`config.mk`:
```
export PLATFORM = sky130hd
export DESIGN_NAME = dsa_host_bridge
export DESIGN_NICKNAME = d
export VERILOG_FILES = /design/src/rtl/dsa_host_pkg.sv /design/src/rtl/dsa_host_bridge.sv
export SDC_FILE = /design/constraint.sdc
export NUM_CORES = 1
export LEC_CHECK = 0
export ABC_AREA = 1
export CAP_MARGIN = 20
export CORE_MARGIN = 10
export CORE_UTILIZATION = 55
export DETAILED_ROUTE_END_ITERATION = 10
export PLACE_DENSITY = 0.81
export SYNTH_ARGS = -nofsm -noshare
export SYNTH_HDL_FRONTEND = slang
export SYNTH_SLANG_ARGS = --single-unit
export TNS_END_PERCENT = 20
```
`constraint.sdc`:
```
create_clock -name clk -period 2.1 [get_ports clk]
set_input_delay 0.42 -clock clk [delete_from_list [all_inputs] [get_ports clk]]
set_output_delay 0.42 -clock clk [all_outputs]
set_load 0.02 [all_outputs]
```
`src/rtl/dsa_host_pkg.sv`:
```
// DSA host bridge shared definitions.
// Opcodes, response codes, FSM states and state-class helpers.
package dsa_host_pkg;

  localparam logic [7:0] CMD_WRITE = 8'h57;
  localparam logic [7:0] CMD_READ  = 8'h52;
  localparam logic [7:0] RSP_ACK   = 8'hAA;
  localparam logic [7:0] RSP_NAK   = 8'hEE;

  typedef enum logic [3:0] {
    ST_IDLE,
    ST_ADDR_HI,
    ST_ADDR_LO,
    ST_LEN,
    ST_WR_DATA,
    ST_WR_BUS,
    ST_RD_BUS,
    ST_RD_SEND,
    ST_ACK_SEND,
    ST_NAK_SEND
  } host_state_t;

  typedef logic [8:0] len_t;

  // States that wait on the host and run the inter-byte timer
  function automatic logic st_waiting(host_state_t s);
    return (s == ST_ADDR_HI) || (s == ST_ADDR_LO) ||
           (s == ST_LEN)     || (s == ST_WR_DATA);
  endfunction

  // States that take a byte from the host link
  function automatic logic st_rx(host_state_t s);
    return (s == ST_IDLE) || st_waiting(s);
  endfunction

endpackage

```
`src/rtl/dsa_host_bridge.sv`:
```
// Host byte-stream to DSA memory bus bridge.
// Parses write/read bursts, drives the bus, returns data or ACK/NAK.
module dsa_host_bridge
  import dsa_host_pkg::*;
#(
  parameter int RD_LATENCY     = 0,
  parameter int TIMEOUT_CYCLES = 1000000
) (
  input  logic        clk,
  input  logic        reset_n,
  input  logic [7:0]  rx_data,
  input  logic        rx_valid,
  output logic        rx_ready,
  output logic [7:0]  tx_data,
  output logic        tx_valid,
  input  logic        tx_ready,
  output logic [15:0] bus_addr,
  output logic [7:0]  bus_wdata,
  output logic        bus_wr_en,
  output logic        bus_rd_en,
  input  logic [7:0]  bus_rdata,
  output logic        busy,
  output logic        err_timeout,
  output logic        err_badcmd
);

  localparam int TW = $clog2(TIMEOUT_CYCLES + 1);
  localparam int CW = $clog2(RD_LATENCY + 2);
  localparam logic [TW-1:0] TMO_LAST = TW'(TIMEOUT_CYCLES - 1);
  localparam logic [CW-1:0] RD_LAST  = CW'(RD_LATENCY);

  host_state_t   state_q, state_d;
  logic          wr_op_q, wr_op_d;
  logic [15:0]   addr_q, addr_d;
  len_t          len_q, len_d;
  logic [7:0]    wdata_q, wdata_d;
  logic [7:0]    tx_data_q, tx_data_d;
  logic          tx_valid_q, tx_valid_d;
  logic          rx_ready_q, rx_ready_d;
  logic [TW-1:0] timer_q, timer_d;
  logic [CW-1:0] rd_cnt_q, rd_cnt_d;
  logic          err_to_q, err_to_d;
  logic          err_bad_q, err_bad_d;
  logic          rx_acc;

  assign rx_acc = rx_valid && rx_ready_q;

  // Next-state, datapath and inter-byte timeout
  always_comb begin
    state_d    = state_q;
    wr_op_d    = wr_op_q;
    addr_d     = addr_q;
    len_d      = len_q;
    wdata_d    = wdata_q;
    tx_data_d  = tx_data_q;
    tx_valid_d = tx_valid_q;
    timer_d    = '0;
    rd_cnt_d   = '0;
    err_to_d   = 1'b0;
    err_bad_d  = 1'b0;
    unique case (state_q)
      ST_IDLE: if (rx_acc) begin
        if (rx_data == CMD_WRITE || rx_data == CMD_READ) begin
          state_d = ST_ADDR_HI;
          wr_op_d = (rx_data == CMD_WRITE);
        end else begin
          state_d    = ST_NAK_SEND;
          err_bad_d  = 1'b1;
          tx_data_d  = RSP_NAK;
          tx_valid_d = 1'b1;
        end
      end
      ST_ADDR_HI: if (rx_acc) begin
        addr_d[15:8] = rx_data;
        state_d      = ST_ADDR_LO;
      end
      ST_ADDR_LO: if (rx_acc) begin
        addr_d[7:0] = rx_data;
        state_d     = ST_LEN;
      end
      ST_LEN: if (rx_acc) begin
        len_d   = (rx_data == 8'h00) ? len_t'(256) : {1'b0, rx_data};
        state_d = wr_op_q ? ST_WR_DATA : ST_RD_BUS;
      end
      ST_WR_DATA: if (rx_acc) begin
        wdata_d = rx_data;
        state_d = ST_WR_BUS;
      end
      ST_WR_BUS: begin
        addr_d = addr_q + 16'd1;
        len_d  = len_q - len_t'(1);
        if (len_q == len_t'(1)) begin
          state_d    = ST_ACK_SEND;
          tx_data_d  = RSP_ACK;
          tx_valid_d = 1'b1;
        end else begin
          state_d = ST_WR_DATA;
        end
      end
      ST_RD_BUS: begin
        if (rd_cnt_q == RD_LAST) begin
          state_d    = ST_RD_SEND;
          tx_data_d  = bus_rdata;
          tx_valid_d = 1'b1;
        end else begin
          rd_cnt_d = rd_cnt_q + CW'(1);
        end
      end
      ST_RD_SEND: if (tx_ready) begin
        tx_valid_d = 1'b0;
        addr_d     = addr_q + 16'd1;
        len_d      = len_q - len_t'(1);
        state_d    = (len_q == len_t'(1)) ? ST_IDLE : ST_RD_BUS;
      end
      ST_ACK_SEND, ST_NAK_SEND: if (tx_ready) begin
        tx_valid_d = 1'b0;
        state_d    = ST_IDLE;
      end
      default: state_d = ST_IDLE;
    endcase
    if (st_waiting(state_q) && !rx_acc) begin
      if (timer_q == TMO_LAST) begin
        state_d  = ST_IDLE;
        err_to_d = 1'b1;
      end else begin
        timer_d = timer_q + TW'(1);
      end
    end
    rx_ready_d = st_rx(state_d);
  end

  // State and datapath registers
  always_ff @(posedge clk or negedge reset_n) begin
    if (!reset_n) begin
      state_q    <= ST_IDLE;
      wr_op_q    <= 1'b0;
      addr_q     <= '0;
      len_q      <= '0;
      wdata_q    <= '0;
      tx_data_q  <= '0;
      tx_valid_q <= 1'b0;
      rx_ready_q <= 1'b0;
      timer_q    <= '0;
      rd_cnt_q   <= '0;
      err_to_q   <= 1'b0;
      err_bad_q  <= 1'b0;
    end else begin
      state_q    <= state_d;
      wr_op_q    <= wr_op_d;
      addr_q     <= addr_d;
      len_q      <= len_d;
      wdata_q    <= wdata_d;
      tx_data_q  <= tx_data_d;
      tx_valid_q <= tx_valid_d;
      rx_ready_q <= rx_ready_d;
      timer_q    <= timer_d;
      rd_cnt_q   <= rd_cnt_d;
      err_to_q   <= err_to_d;
      err_bad_q  <= err_bad_d;
    end
  end

  assign rx_ready    = rx_ready_q;
  assign tx_data     = tx_data_q;
  assign tx_valid    = tx_valid_q;
  assign bus_addr    = addr_q;
  assign bus_wdata   = wdata_q;
  assign bus_wr_en   = (state_q == ST_WR_BUS);
  assign bus_rd_en   = (state_q == ST_RD_BUS);
  assign busy        = (state_q != ST_IDLE);
  assign err_timeout = err_to_q;
  assign err_badcmd  = err_bad_q;

endmodule

```
### Word-level counts from Yosys, hierarchy flattened

Cells that the tools add are included.

| storage, ports and cells | value |
|---|---|
| flip-flop bits (word level) | 71 |
| input bits | 20 |
| output and inout bits | 39 |
| word-level logic and storage cells | 115 |

| operators by class | value |
|---|---|
| equality and inequality tests | 26 |
| reduce and logical (&&, ||, !) cells | 29 |
| multiplexer cells | 43 |
| add/subtract/negate cells | 4 |

Operators with widths:

| kind | number |
|---|---|
| $pmux W8 S3 | 3 |
| $mux W4 | 12 |
| $mux W20 | 2 |
| $mux W8 | 5 |
| $pmux W4 S9 | 1 |
| $mux W9 | 3 |
| $pmux W9 S3 | 1 |
| $add A20 B1 Y20 const B | 1 |
| $eq A20 B20 Y1 const B | 1 |
| $eq A4 B3 Y1 const B | 5 |
| $add A16 B1 Y16 const B | 1 |
| $eq A4 B2 Y1 const B | 4 |
| $eq A8 B7 Y1 const B | 2 |
| $mux W16 | 1 |
| $ne A2 B2 Y1 const B | 7 |
| $mux W1 | 12 |
| $reduce_and A3 Y1 | 4 |
| $reduce_bool A3 Y1 | 4 |
| $eq A9 B1 Y1 const B | 1 |
| $sub A9 B1 Y9 const B | 1 |
| $eq A4 B1 Y1 const B | 2 |
| $eq A4 B4 Y1 const B | 2 |
| $logic_not A4 Y1 | 2 |
| $logic_not A8 Y1 | 1 |
| 14 further kinds | 24 |

### Longest topological paths before layout

Gate-level depths: netlist (run 1).

| depth | value |
|---|---|
| depth after elaboration | 12 |
| mapped depth | 12 |
| mapped depth without buffers | 12 |

### Worst setup path before layout (run 1)

Ideal clock, no wire load.

| timing path | value |
|---|---|
| kind | register to register |
| start | register addr_q[0], in the netlist bus_addr[0] |
| end | register addr_q[10], in the netlist bus_addr[10] |
| path slack | 0.519 ns |
| path buffers | 0 |
| cell stages (with the launch flop) | 10 |
| data required time | 2.024 ns |
| period minus slack after synthesis | 1.581 ns |
| library setup time | 0.076 ns |
| arrival time | 1.504 ns |
| path through | dfrtp_1 > ha_1 > nand2_1 > nor2_1 > nand2_1 > nor2_1 > nand2_1 > o21ai_0 > nand2_1 > o21ai_1 |

| on the way | value |
|---|---|
| word-level cells in the longest chain between the ends | 3 |

RTL lines:

| what | line | source |
|---|---|---|
| start, declared | dsa_host_bridge.sv:34 | `logic [15:0] addr_q, addr_d;` |
| start signal, assigned | dsa_host_bridge.sv:150 | `addr_q <= addr_d;` |
| $add A16 B1 Y16 * | dsa_host_bridge.sv:90, dsa_host_bridge.sv:111 |  |
| $mux W16 | dsa_host_bridge.sv:109 | `ST_RD_SEND: if (tx_ready) begin` |
| $pmux W8 S3 * | dsa_host_bridge.sv:61 | `unique case (state_q)` |

Every way passes the cells marked *; elsewhere a longest branch is shown, timed or not. The select of a mux whose other input is x is not followed.
A chain may end at the register's enable or synchronous reset.

### Final worst setup path (run 1)

| timing path | value |
|---|---|
| start | register state_q[3] |
| end | output bus_wr_en |

| on the way | value |
|---|---|
| word-level cells in the longest chain between the ends | 1 |

RTL lines:

| what | line | source |
|---|---|---|
| start, declared | dsa_host_bridge.sv:32 | `host_state_t state_q, state_d;` |
| start signal, assigned | dsa_host_bridge.sv:148 | `state_q <= state_d;` |
| $eq A4 B3 Y1 | dsa_host_bridge.sv:168 | `assign bus_wr_en = (state_q == ST_WR_BUS);` |
| end, declared | dsa_host_bridge.sv:19 | `output logic bus_wr_en,` |

No other way between the ends.

==> reports/results.txt, run 1 <==
Overall power: 6.59 mW
DP Worst Slack: 0.0930 ns
WP data arrival: 1.57 ns
Worst R2R Setup Slack: 0.35 ns
Cts bufs inserted: 9
Gr usage total: 19.3%
Crit-path max FO: 6
DR vias/cell: 5.28
Fin area: 0.00508 mm2
Final Core Density: 70.0%
Die ar.: 0.0113 mm2
Layout cells sized above 1: 11.1%
P_leak: 2.42 nW
Sequential area share after synthesis: 42.8%
Drt total wl: 10700 um
Clk pin slew, worst setup/hold paths: 0.08 ns
Ant diodes: 0
Dpl cells: 712
F_max: 503 MHz
Post-synth EDFFs: 0
Crit start category: register
CP endpoint kind: output pin
Total core area: 0.00725 mm2
Pwr Density: 1300 mW/mm2
Syn nets: 574
Vias: 3839
Area Overhead vs Synth: 24.0%
Worst vdd ir: 0.600 mV
DR pass1 iterations: 5
Clock skew: 0.00940 ns
Initial antenna violation count: 0
Routability cong.: 1.01
Netlist cell types: 43
Placed Area: 0.00485 mm2
Boundary pin count: 59
Clock power share: 19.9%
Crit share post-route: 94.7%
Switch share: 42.8%
DP HPWL: 8130 um
MaxCap Viol Count: 0
Total gr overflow: 0
DRC viols: 0
Endpoints failing setup: 0
Reg2reg start: bus_addr[0]$_DFFE_PN0P_
Worst slew pin tran: 0.392 ns
Most frequent cell after synthesis: nand2_1
Switching pwr: 2.82 mW
Worst reg2reg path depth: 9
Worst-Skew Late Latency: 0.36 ns
Final hold slack: 0.0539 ns
# port buffers: 58
Avg Synthesized Cell Area: 7.45 um2
Crit path time final: 1.99 ns
Largest cells by area after synthesis: dfrtp_1 (43%), nand2_1 (13%), nor2_1 (7.7%), inv_1 (5.6%), o21ai_0 (4.0%)
# H-tree levels: 3
Worst EP required: 1.68 ns
Post-CTS Setup Inserts: 0
Final total negative setup slack: 0 ns
Initial Utilization: 56.5%
Comb pwr share: 47.7%
Cell Area, Synth: 0.00410 mm2
Hold WC Path Type: primary input to asynchronous set/reset pin
Global-route wire length before repair: 17800 um
Post-synthesis register bit count: 70
TritonCTS sink count: 70
# nets final: 648
Post-synth top area share: 42.8%
Wirelength per Cell: 14.7 um
Post-route ant nets: 0
Drt initial violations: 218
Setup CP Type: register to output pin
Synth area leader: dfrtp_1
Ys flop type: dfrtp_1
R2R Path End: bus_addr[10]$_DFFE_PN0P_
Rows: 31
Status: finished clean
Post-Synthesis Cells: 550
Vias in the first global route: 3826
Seq pwr share: 32.4%
Largest net degree at the start of global routing: 71
Final setup margin: 0.112 ns
Slew Viols, Final: 0
Yosys Warn Count: 0
RSZ-0062 raised after global routing: no
Final Hold Viols: 0
Clock Tree Buf Depth: 2
Async SR Flop Fraction: 100%
Die height: 106 um
Post-synth top cells: nand2_1 (140), nor2_1 (84), dfrtp_1 (70)
CTS tree: built
Slew headroom: 73.9%
Non-Filler Instances: 727
Chip width: 106 um
CTS root buf: clkbuf_8
Int Power: 3.77 mW
-- registers in the layout, summed over array words and instances (netlist names) --
name / flops
len_q: 9
bus_addr: 16
tx_data: 8
wr_op_q: 1
timer_q: 20
tx_valid: 1
state_q: 4
err_badcmd: 1
bus_wdata: 8
err_timeout: 1
rx_ready: 1
-- power by group through the flow --
| stage | clock network (mW) | logic [mW] | registers, mW |
|---|---|---|---|
| global placement | 0 | 3.07 | 2.13 |
| CTS | 1.32 | 3.17 | 2.13 |
| finish | 1.31 | 3.14 | 2.14 |
| global route | 1.38 | 3.49 | 2.18 |
| detailed placement | 0 | 3.16 | 2.15 |
| floorplan | 0 | 1.77 | 2.35 |
-- cells by family after synthesis --
family,after synthesis,synth area share [%]
mux,5,1.37
simple gates,298,31.8
xor+xnor,13,2.78
fa+ha+maj,4,1.22
flops,70,42.8
buf+inv,77,7.85
compound gates,83,12.2
-- critical path, cell delays in order, from the launching register on --
cell	delay, ns
dfrtp_1	0.47
inv_2	0.13
nand2_2	0.11
nor2_4	0.14
dlygate4sd2_1	0.36
-- metal layers --
metal / vias to the layer above / track usage (%) / share of wire [%]
met5: - / 0 / 0
met4: 0 / 9.38 / 2.1
met3: 21 / 3.62 / 5.0
met2: 99 / 33.5 / 51
met1: 1819 / 22.4 / 42
li1: 1900 / - / -
-- layout by cell type (no fill, tap or decap), types with 2 or more instances in the layout --
master	Yosys	final
a21boi_0	2	2
a21boi_1	3	3
a21oi_1	17	17
a21oi_2	3	3
a22oi_1	4	4
and2_1	2	2
buf_4	1	13
bufinv_16	0	3
clkbuf_8	0	9
clkdlybuf4s50_1	0	54
dfrtp_1	70	70
dlygate4sd2_1	0	3
ha_1	4	4
inv_1	61	61
inv_2	7	7
mux2_2	5	5
nand2_1	140	140
nand2_2	6	6
nand3_1	32	32
nand3b_1	2	2
nand4_1	3	3
nor2_1	84	84
nor2_2	4	4
nor2_4	3	3
nor3_1	13	13
nor3_2	2	2
o21a_1	2	2
o21ai_0	33	33
o21ai_1	11	11
o21ai_2	2	2
xnor2_1	2	2
xor2_1	11	11
-- final cells by class --
| cell class | instances | area (um2) |
|---|---|---|
| fill | 599 | 2170 |
| multi-input combinational | 403 | 2020 |
| sequential | 70 | 1750 |
| timing repair buffer | 72 | 689 |
| inverter | 68 | 255 |
| clock buffer | 9 | 124 |
| tap | 99 | 124 |
| clock inverter | 6 | 111 |
-- worst max-delay path by stage --
stage	startpoint	end	slack [ns]
6_report	state_q[3]$_DFF_PN0_	bus_wr_en	0.11
4_1_cts	state_q[3]$_DFF_PN0_	bus_wr_en	0.1
3_5_place_dp	rx_valid	rx_ready$_DFF_PN0_	0.09
5_1_grt	state_q[0]$_DFF_PN0_	busy	0.03
2_1_floorplan	bus_addr[0]$_DFFE_PN0P_	bus_addr[10]$_DFFE_PN0P_	0.52
3_3_place_gp	rx_valid	rx_ready$_DFF_PN0_	0.15
-- repair_timing --
item                                    4_1_cts  5_1_grt
endpoints found under the setup margin        3        0
gates resized for setup                       3        0
hold buffers                                  0        0
(Power assumes the default switching activity.)
==> run 2: changes to the inputs <==
--- a/config.mk
+++ b/config.mk
@@ -10,7 +10,9 @@
 export CORE_MARGIN = 10
 export CORE_UTILIZATION = 55
 export DETAILED_ROUTE_END_ITERATION = 10
+export GPL_ROUTABILITY_DRIVEN = 0
 export PLACE_DENSITY = 0.81
+export SKIP_CTS_REPAIR_TIMING = 1
 export SYNTH_ARGS = -nofsm -noshare
 export SYNTH_HDL_FRONTEND = slang
 export SYNTH_SLANG_ARGS = --single-unit
==> run 2 against run 1 <==
Effect of this change: global-route usage shrank 0.65 points; clock skew grew 0.0018 ns; die area is the same; non-clock buffer count shrank 1; sequential power is essentially flat; combinational power is essentially flat; design area shrank 0.79%; register-to-register slack lost 0.03 ns; sequential share of layout area grew 0.27 points; critical path type unchanged; largest cell class unchanged; largest power group unchanged.
==> reports/results.txt, run 2 (synthesized netlist as in run 1, its figures left out) <==
Status: finished clean
Critical-path cell list: clkdlybuf4s50_1
Setup CP Type: register to output pin
# H-tree levels: 3 (unchanged)
DP HPWL: 7950 um (-2.3%)
Initial antenna violation count: 0 (unchanged)
Crit share post-route: 90.3% (-4.3 points)
Reg2reg start: state_q[0]$_DFF_PN0_
CP delay by family, top: buffers and inverters
Max Used Layer: met4
Total gr overflow: 0 (unchanged)
Area Overhead vs Synth: 23.0%
CP endpoint kind: output pin
Clk pin slew, worst setup/hold paths: 0.08 ns (about the same)
Storage cell area: 0.00175 mm2 (unchanged)
Global-route wire length before repair: 17400 um (-2.2%)
Multi-input logic area: 0.00203 mm2 (+0.12%)
Endpoints failing setup: 0 (unchanged)
Vias in the first global route: 3792 (-0.89%)
Pwr Density: 1260 mW/mm2 (-3.0%)
Die ar.: 0.0113 mm2 (unchanged)
Most common cell after layout, fill and taps aside: nand2_1
Total core area: 0.00725 mm2 (unchanged)
Worst EP required: 1.68 ns (about the same)
Final Hold Viols: 0 (unchanged)
Drt total wl: 10500 um (-1.8%)
DR pass1 iterations: 5 (unchanged)
Crit start category: register
Worst reg2reg path depth: 11 (+2)
MaxCap Viol Count: 0 (unchanged)
Worst R2R Setup Slack: 0.32 ns (-0.03 ns)
Layout cells sized above 1: 11.0% (-0.14 points)
Fin area: 0.00504 mm2 (-0.79%)
CTS tree: built
Slew headroom: 75.1% (+1.2 points)
Wirelength per Cell: 14.4 um (-1.7%)
TritonCTS sink count: 70 (unchanged)
Die height: 106 um (unchanged)
Ant diodes: 0 (unchanged)
Drt initial violations: 268 (+23%)
Cts bufs inserted: 9 (unchanged)
Vias: 3921 (+2.1%)
# port buffers: 58 (unchanged)
Worst-Skew Late Latency: 0.35 ns (about the same)
R2R Path End: bus_addr[9]$_DFFE_PN0P_
Chip width: 106 um (unchanged)
DRC viols: 0 (unchanged)
Slew Viols, Final: 0 (unchanged)
Worst path max stage delay: 0.65 ns (+0.18 ns)
Commonest non-fill, non-tap cells in the layout: nand2_1 (140), nor2_1 (83), dfrtp_1 (70), inv_1 (61), clkdlybuf4s50_1 (54)
Wire length on met1: 4150 um (-6.3%)
CTS root buf: clkbuf_8
Final Core Density: 69.5% (-0.55 points)
Rows: 31 (unchanged)
RSZ-0062 raised after global routing: no
Final total negative setup slack: 0 ns (unchanged)
Gr usage total: 18.6% (-0.65 points)
Post-route ant nets: 0 (unchanged)
Worst vdd ir: 0.629 mV (+4.9%)
Slowest CP cell: clkdlybuf4s50_1
# nets final: 647 (-0.15%)
P_leak: 2.43 nW (+0.40%)
Met2 Wirelength: 5370 um (-1.9%)
Fillers: 613 (+2.3%)
WP data arrival: 1.48 ns (-0.09 ns)
Max FFs per register: 20 (unchanged)
Initial Utilization: 56.5% (unchanged)
Boundary pin count: 59 (unchanged)
Worst slew pin tran: 0.374 ns (-0.0185 ns)
DR vias/cell: 5.40 (+2.3%)
Clock Tree Buf Depth: 2 (unchanged)
Met3 WL post-DR: 756 um (+42%)
Placed Area: 0.00484 mm2 (-0.15%)
Largest Register: timer_q
Hold WC Path Type: primary input to asynchronous set/reset pin
Crit-path max FO: 6 (unchanged)
Clock skew: 0.0112 ns (+0.00181 ns)
F_max: 527 MHz (+4.8%)
Crit path time final: 1.90 ns (-0.0909 ns)
Largest net degree at the start of global routing: 71 (unchanged)
WP buf/inv: 1 (-1)
run 2: layer usage:
metal  global-route usage (%)  up-vias
met1                     21.1     1848
met4                     6.58        0
met5                        0        -
li1                         -     1904
met2                     33.0      148
met3                     5.01       21
run 2: stage by stage:
stage | total power [mW] | hold WS, ns | instances | worst slack, ns
after global placement | 5.19 | 0.442 | 711 | 0.135
after detailed placement | 5.29 | 0.459 | 711 | 0.0976
after CTS | 6.38 | 0.102 | 726 | -0.120
after global routing | 6.80 | 0.106 | 726 | 0.159
final | 6.34 | 0.0795 | 726 | 0.203
after floorplan | 4.13 | 0.124 | 550 | 0.519
run 2: layout make-up:
cell class,count,share of cell area (%)
Clock buffer,11,2.81
Clock inverter,4,0.944
Inverter,68,5.07
Multi-Input combinational cell,403,40.2
Sequential cell,70,34.8
Tap cell,99,2.46
Timing Repair Buffer,71,13.8
run 2: how the worst max path moves through the flow:
stage,endpoint,slack [ns],from,cells after the start
floorplan,bus_addr[10]$_DFFE_PN0P_,0.52,bus_addr[0]$_DFFE_PN0P_,9
global placement,bus_addr[6]$_DFFE_PN0P_,0.13,rx_valid,7
detailed placement,tx_data[2]$_DFFE_PN0P_,0.1,rx_valid,9
CTS,busy,-0.12,state_q[0]$_DFF_PN0_,3
global route,bus_addr[10]$_DFFE_PN0P_,0.16,bus_addr[0]$_DFFE_PN0P_,9
finish,bus_addr[7],0.20,bus_addr[7]$_DFFE_PN0P_,1
run 2: report_power, final:
| group | leakage (nW) | switching (mW) | internal (mW) |
|---|---|---|---|
| combinational | 1.46 | 1.89 | 1.25 |
| sequential | 0.877 | 0.396 | 1.74 |
| clock | 0.0952 | 0.494 | 0.571 |
| total | 2.43 | 2.78 | 3.56 |
==> run 3: changes to the inputs <==
--- a/config.mk
+++ b/config.mk
@@ -7,7 +7,6 @@
 export LEC_CHECK = 0
 export ABC_AREA = 1
 export CAP_MARGIN = 20
-export CORE_MARGIN = 10
 export CORE_UTILIZATION = 55
 export DETAILED_ROUTE_END_ITERATION = 10
 export GPL_ROUTABILITY_DRIVEN = 0
==> run 3 against run 2 <==
Effect of this change: the flow now finishes with violations (setup timing); design area down 0.12%; non-clock buffer count down 1; clock skew shrank 0.0024 ns; first-iteration DRC count increased by 12%; sequential cell count did not move; hold slack lost 0.0013 ns.
==> reports/results.txt, run 3 (synthesized netlist as in run 1, its figures left out) <==
Seq pwr share: 33.9% (+0.2 points)
Post-route ant nets: 0 (unchanged)
CP endpoint kind: output pin
GRT busiest layer: met2
Area Overhead vs Synth: 22.8%
Worst reg2reg path depth: 11 (unchanged)
F_max: 472 MHz (-10%)
Layout cells sized above 1: 10.9% (-0.12 points)
Drt total wl: 10400 um (-0.42%)
Setup CP Type: register to output pin
Rows: 31 (unchanged)
Status: finished with violations
Met1 usage: 35.9% (+15 points)
Switch share: 43.7% (-0.18 points)
Met3 Track Usage GR: 8.21% (+3.2 points)
Pwr Density: 1250 mW/mm2 (-0.36%)
Wirelength per Cell: 14.4 um (-0.15%)
Worst path max stage delay: 0.56 ns (-0.09 ns)
Hold WC Path Type: primary input to asynchronous set/reset pin
DRC viols: 0 (unchanged)
Clk pin slew, worst setup/hold paths: 0.07 ns (about the same)
Overall power: 6.31 mW (-0.49%)
Initial Utilization: 56.8% (+0.30 points)
Worst vdd ir: 0.646 mV (+2.7%)
Slowest CP cell: clkdlybuf4s50_1
Worst slew pin tran: 0.375 ns (+0.000773 ns)
# nets final: 646 (-0.15%)
Commonest non-fill, non-tap cells in the layout: nand2_1 (140), nor2_1 (83), dfrtp_1 (70), inv_1 (61), clkdlybuf4s50_1 (55)
Int Power: 3.55 mW (-0.17%)
MaxCap Viol Count: 0 (unchanged)
DP HPWL: 7500 um (-5.7%)
Failing checks: setup timing
Worst EP required: 1.68 ns (about the same)
Drt initial violations: 299 (+12%)
DR vias/cell: 5.48 (+1.4%)
Vias: 3965 (+1.1%)
Worst Setup SP: state_q[0]$_DFF_PN0_
Final Hold Viols: 0 (unchanged)
# port buffers: 58 (unchanged)
Largest Register: timer_q
DR pass1 iterations: 5 (unchanged)
Worst-Skew Late Latency: 0.34 ns (about the same)
Fillers: 608 (-0.82%)
Clock skew: 0.00880 ns (-0.00241 ns)
M2 GR Usage: 46.2% (+13 points)
Largest net degree at the start of global routing: 71 (unchanged)
CTS root buf: clkbuf_8
Die ar.: 0.00780 mm2 (-31%)
Crit share post-route: 101% (+10 points)
Critical-path cell list: nor2_2 -> nand2_1 -> clkdlybuf4s50_1
Crit start category: register
Reg2reg start: state_q[0]$_DFF_PN0_
TritonCTS sink count: 70 (unchanged)
Boundary pin count: 59 (unchanged)
Crit path time final: 2.12 ns (+0.220 ns)
Endpoints failing setup: 1 (+1)
Clock power share: 16.6% (-0.2 points)
Cts bufs inserted: 9 (unchanged)
Global-route wire length before repair: 17100 um (-2.0%)
Chip width: 88.3 um (-17%)
Comb pwr share: 49.5% (about the same)
Die height: 88.3 um (-17%)
WP data arrival: 1.70 ns (+0.22 ns)
Vias in the first global route: 3732 (-1.6%)
Ant diodes: 0 (unchanged)
Slew headroom: 74.8% (-0.24 points)
P_leak: 2.42 nW (-0.27%)
Worst R2R Setup Slack: 0.33 ns (about the same)
RSZ-0062 raised after global routing: yes
Initial antenna violation count: 0 (unchanged)
Clock Tree Buf Depth: 2 (unchanged)
CTS tree: built
Most common cell after layout, fill and taps aside: nand2_1
Crit-path max FO: 8 (+2)
# H-tree levels: 3 (unchanged)
Crit path capture: busy
Switching pwr: 2.76 mW (-0.89%)
R2R Path End: bus_addr[9]$_DFFE_PN0P_
Final total negative setup slack: -0.0169 ns (-0.0169 ns)
Total gr overflow: 0 (unchanged)
Total core area: 0.00721 mm2 (-0.53%)
Final setup margin: -0.0169 ns (-0.220 ns)
Slew Viols, Final: 0 (unchanged)
Final Core Density: 69.8% (+0.29 points)
Max FFs per register: 20 (unchanged)
Gr usage total: 28.7% (+10 points)
run 3: routing by layer:
metal | share of wire, % | up-vias
li1 | - | 1906
met1 | 40 | 1859
met2 | 49 | 167
met3 | 7.9 | 33
met4 | 3.3 | 0
met5 | 0 | -
run 3: how the worst min path moves through the flow:
stage	from	end	slack [ns]	cells after the start
2_1_floorplan	reset_n	bus_addr[0]$_DFFE_PN0P_	0.12	0
3_3_place_gp	timer_q[0]$_DFF_PN0_	timer_q[0]$_DFF_PN0_	0.45	1
3_5_place_dp	timer_q[0]$_DFF_PN0_	timer_q[0]$_DFF_PN0_	0.44	1
4_1_cts	reset_n	bus_addr[14]$_DFFE_PN0P_	0.10	2
5_1_grt	reset_n	bus_addr[9]$_DFFE_PN0P_	0.11	2
6_report	reset_n	bus_addr[14]$_DFFE_PN0P_	0.08	2
run 3: power groups by stage:
| stage | logic [mW] | registers (mW) | clock network (mW) |
|---|---|---|---|
| floorplan | 1.77 | 2.35 | 0 |
| global placement | 3.00 | 2.13 | 0 |
| detailed placement | 3.09 | 2.14 | 0 |
| CTS | 3.12 | 2.13 | 1.07 |
| global route | 3.47 | 2.19 | 1.13 |
| finish | 3.13 | 2.14 | 1.05 |
run 3: stage by stage:
stage | std cells | worst slack [ns] | instance area (um2) | hold slack, ns
CTS | 724 | -0.181 | 5020 | 0.105
global route | 724 | -0.107 | 5030 | 0.108
global placement | 710 | 0.123 | 4830 | 0.448
floorplan | 550 | 0.519 | 4100 | 0.124
finish | 724 | -0.0169 | 5030 | 0.0782
detailed placement | 710 | 0.0395 | 4830 | 0.445
run 3: area by class of cell:
type	count	area, um2	area share [%]
tap	99	124	2.46
timing repair buffer	70	683	13.6
inverter	68	255	5.07
multi-input combinational	403	2030	40.3
clock buffer	14	193	3.83
sequential	70	1750	34.8
run 3: critical path: cells and delay by family, from the launching register on:
kind | cells | cell delay [ns]
AND/OR/NAND/NOR | 2 | 0.32
buffers and inverters | 1 | 0.56
flip-flops | 1 | 0.48
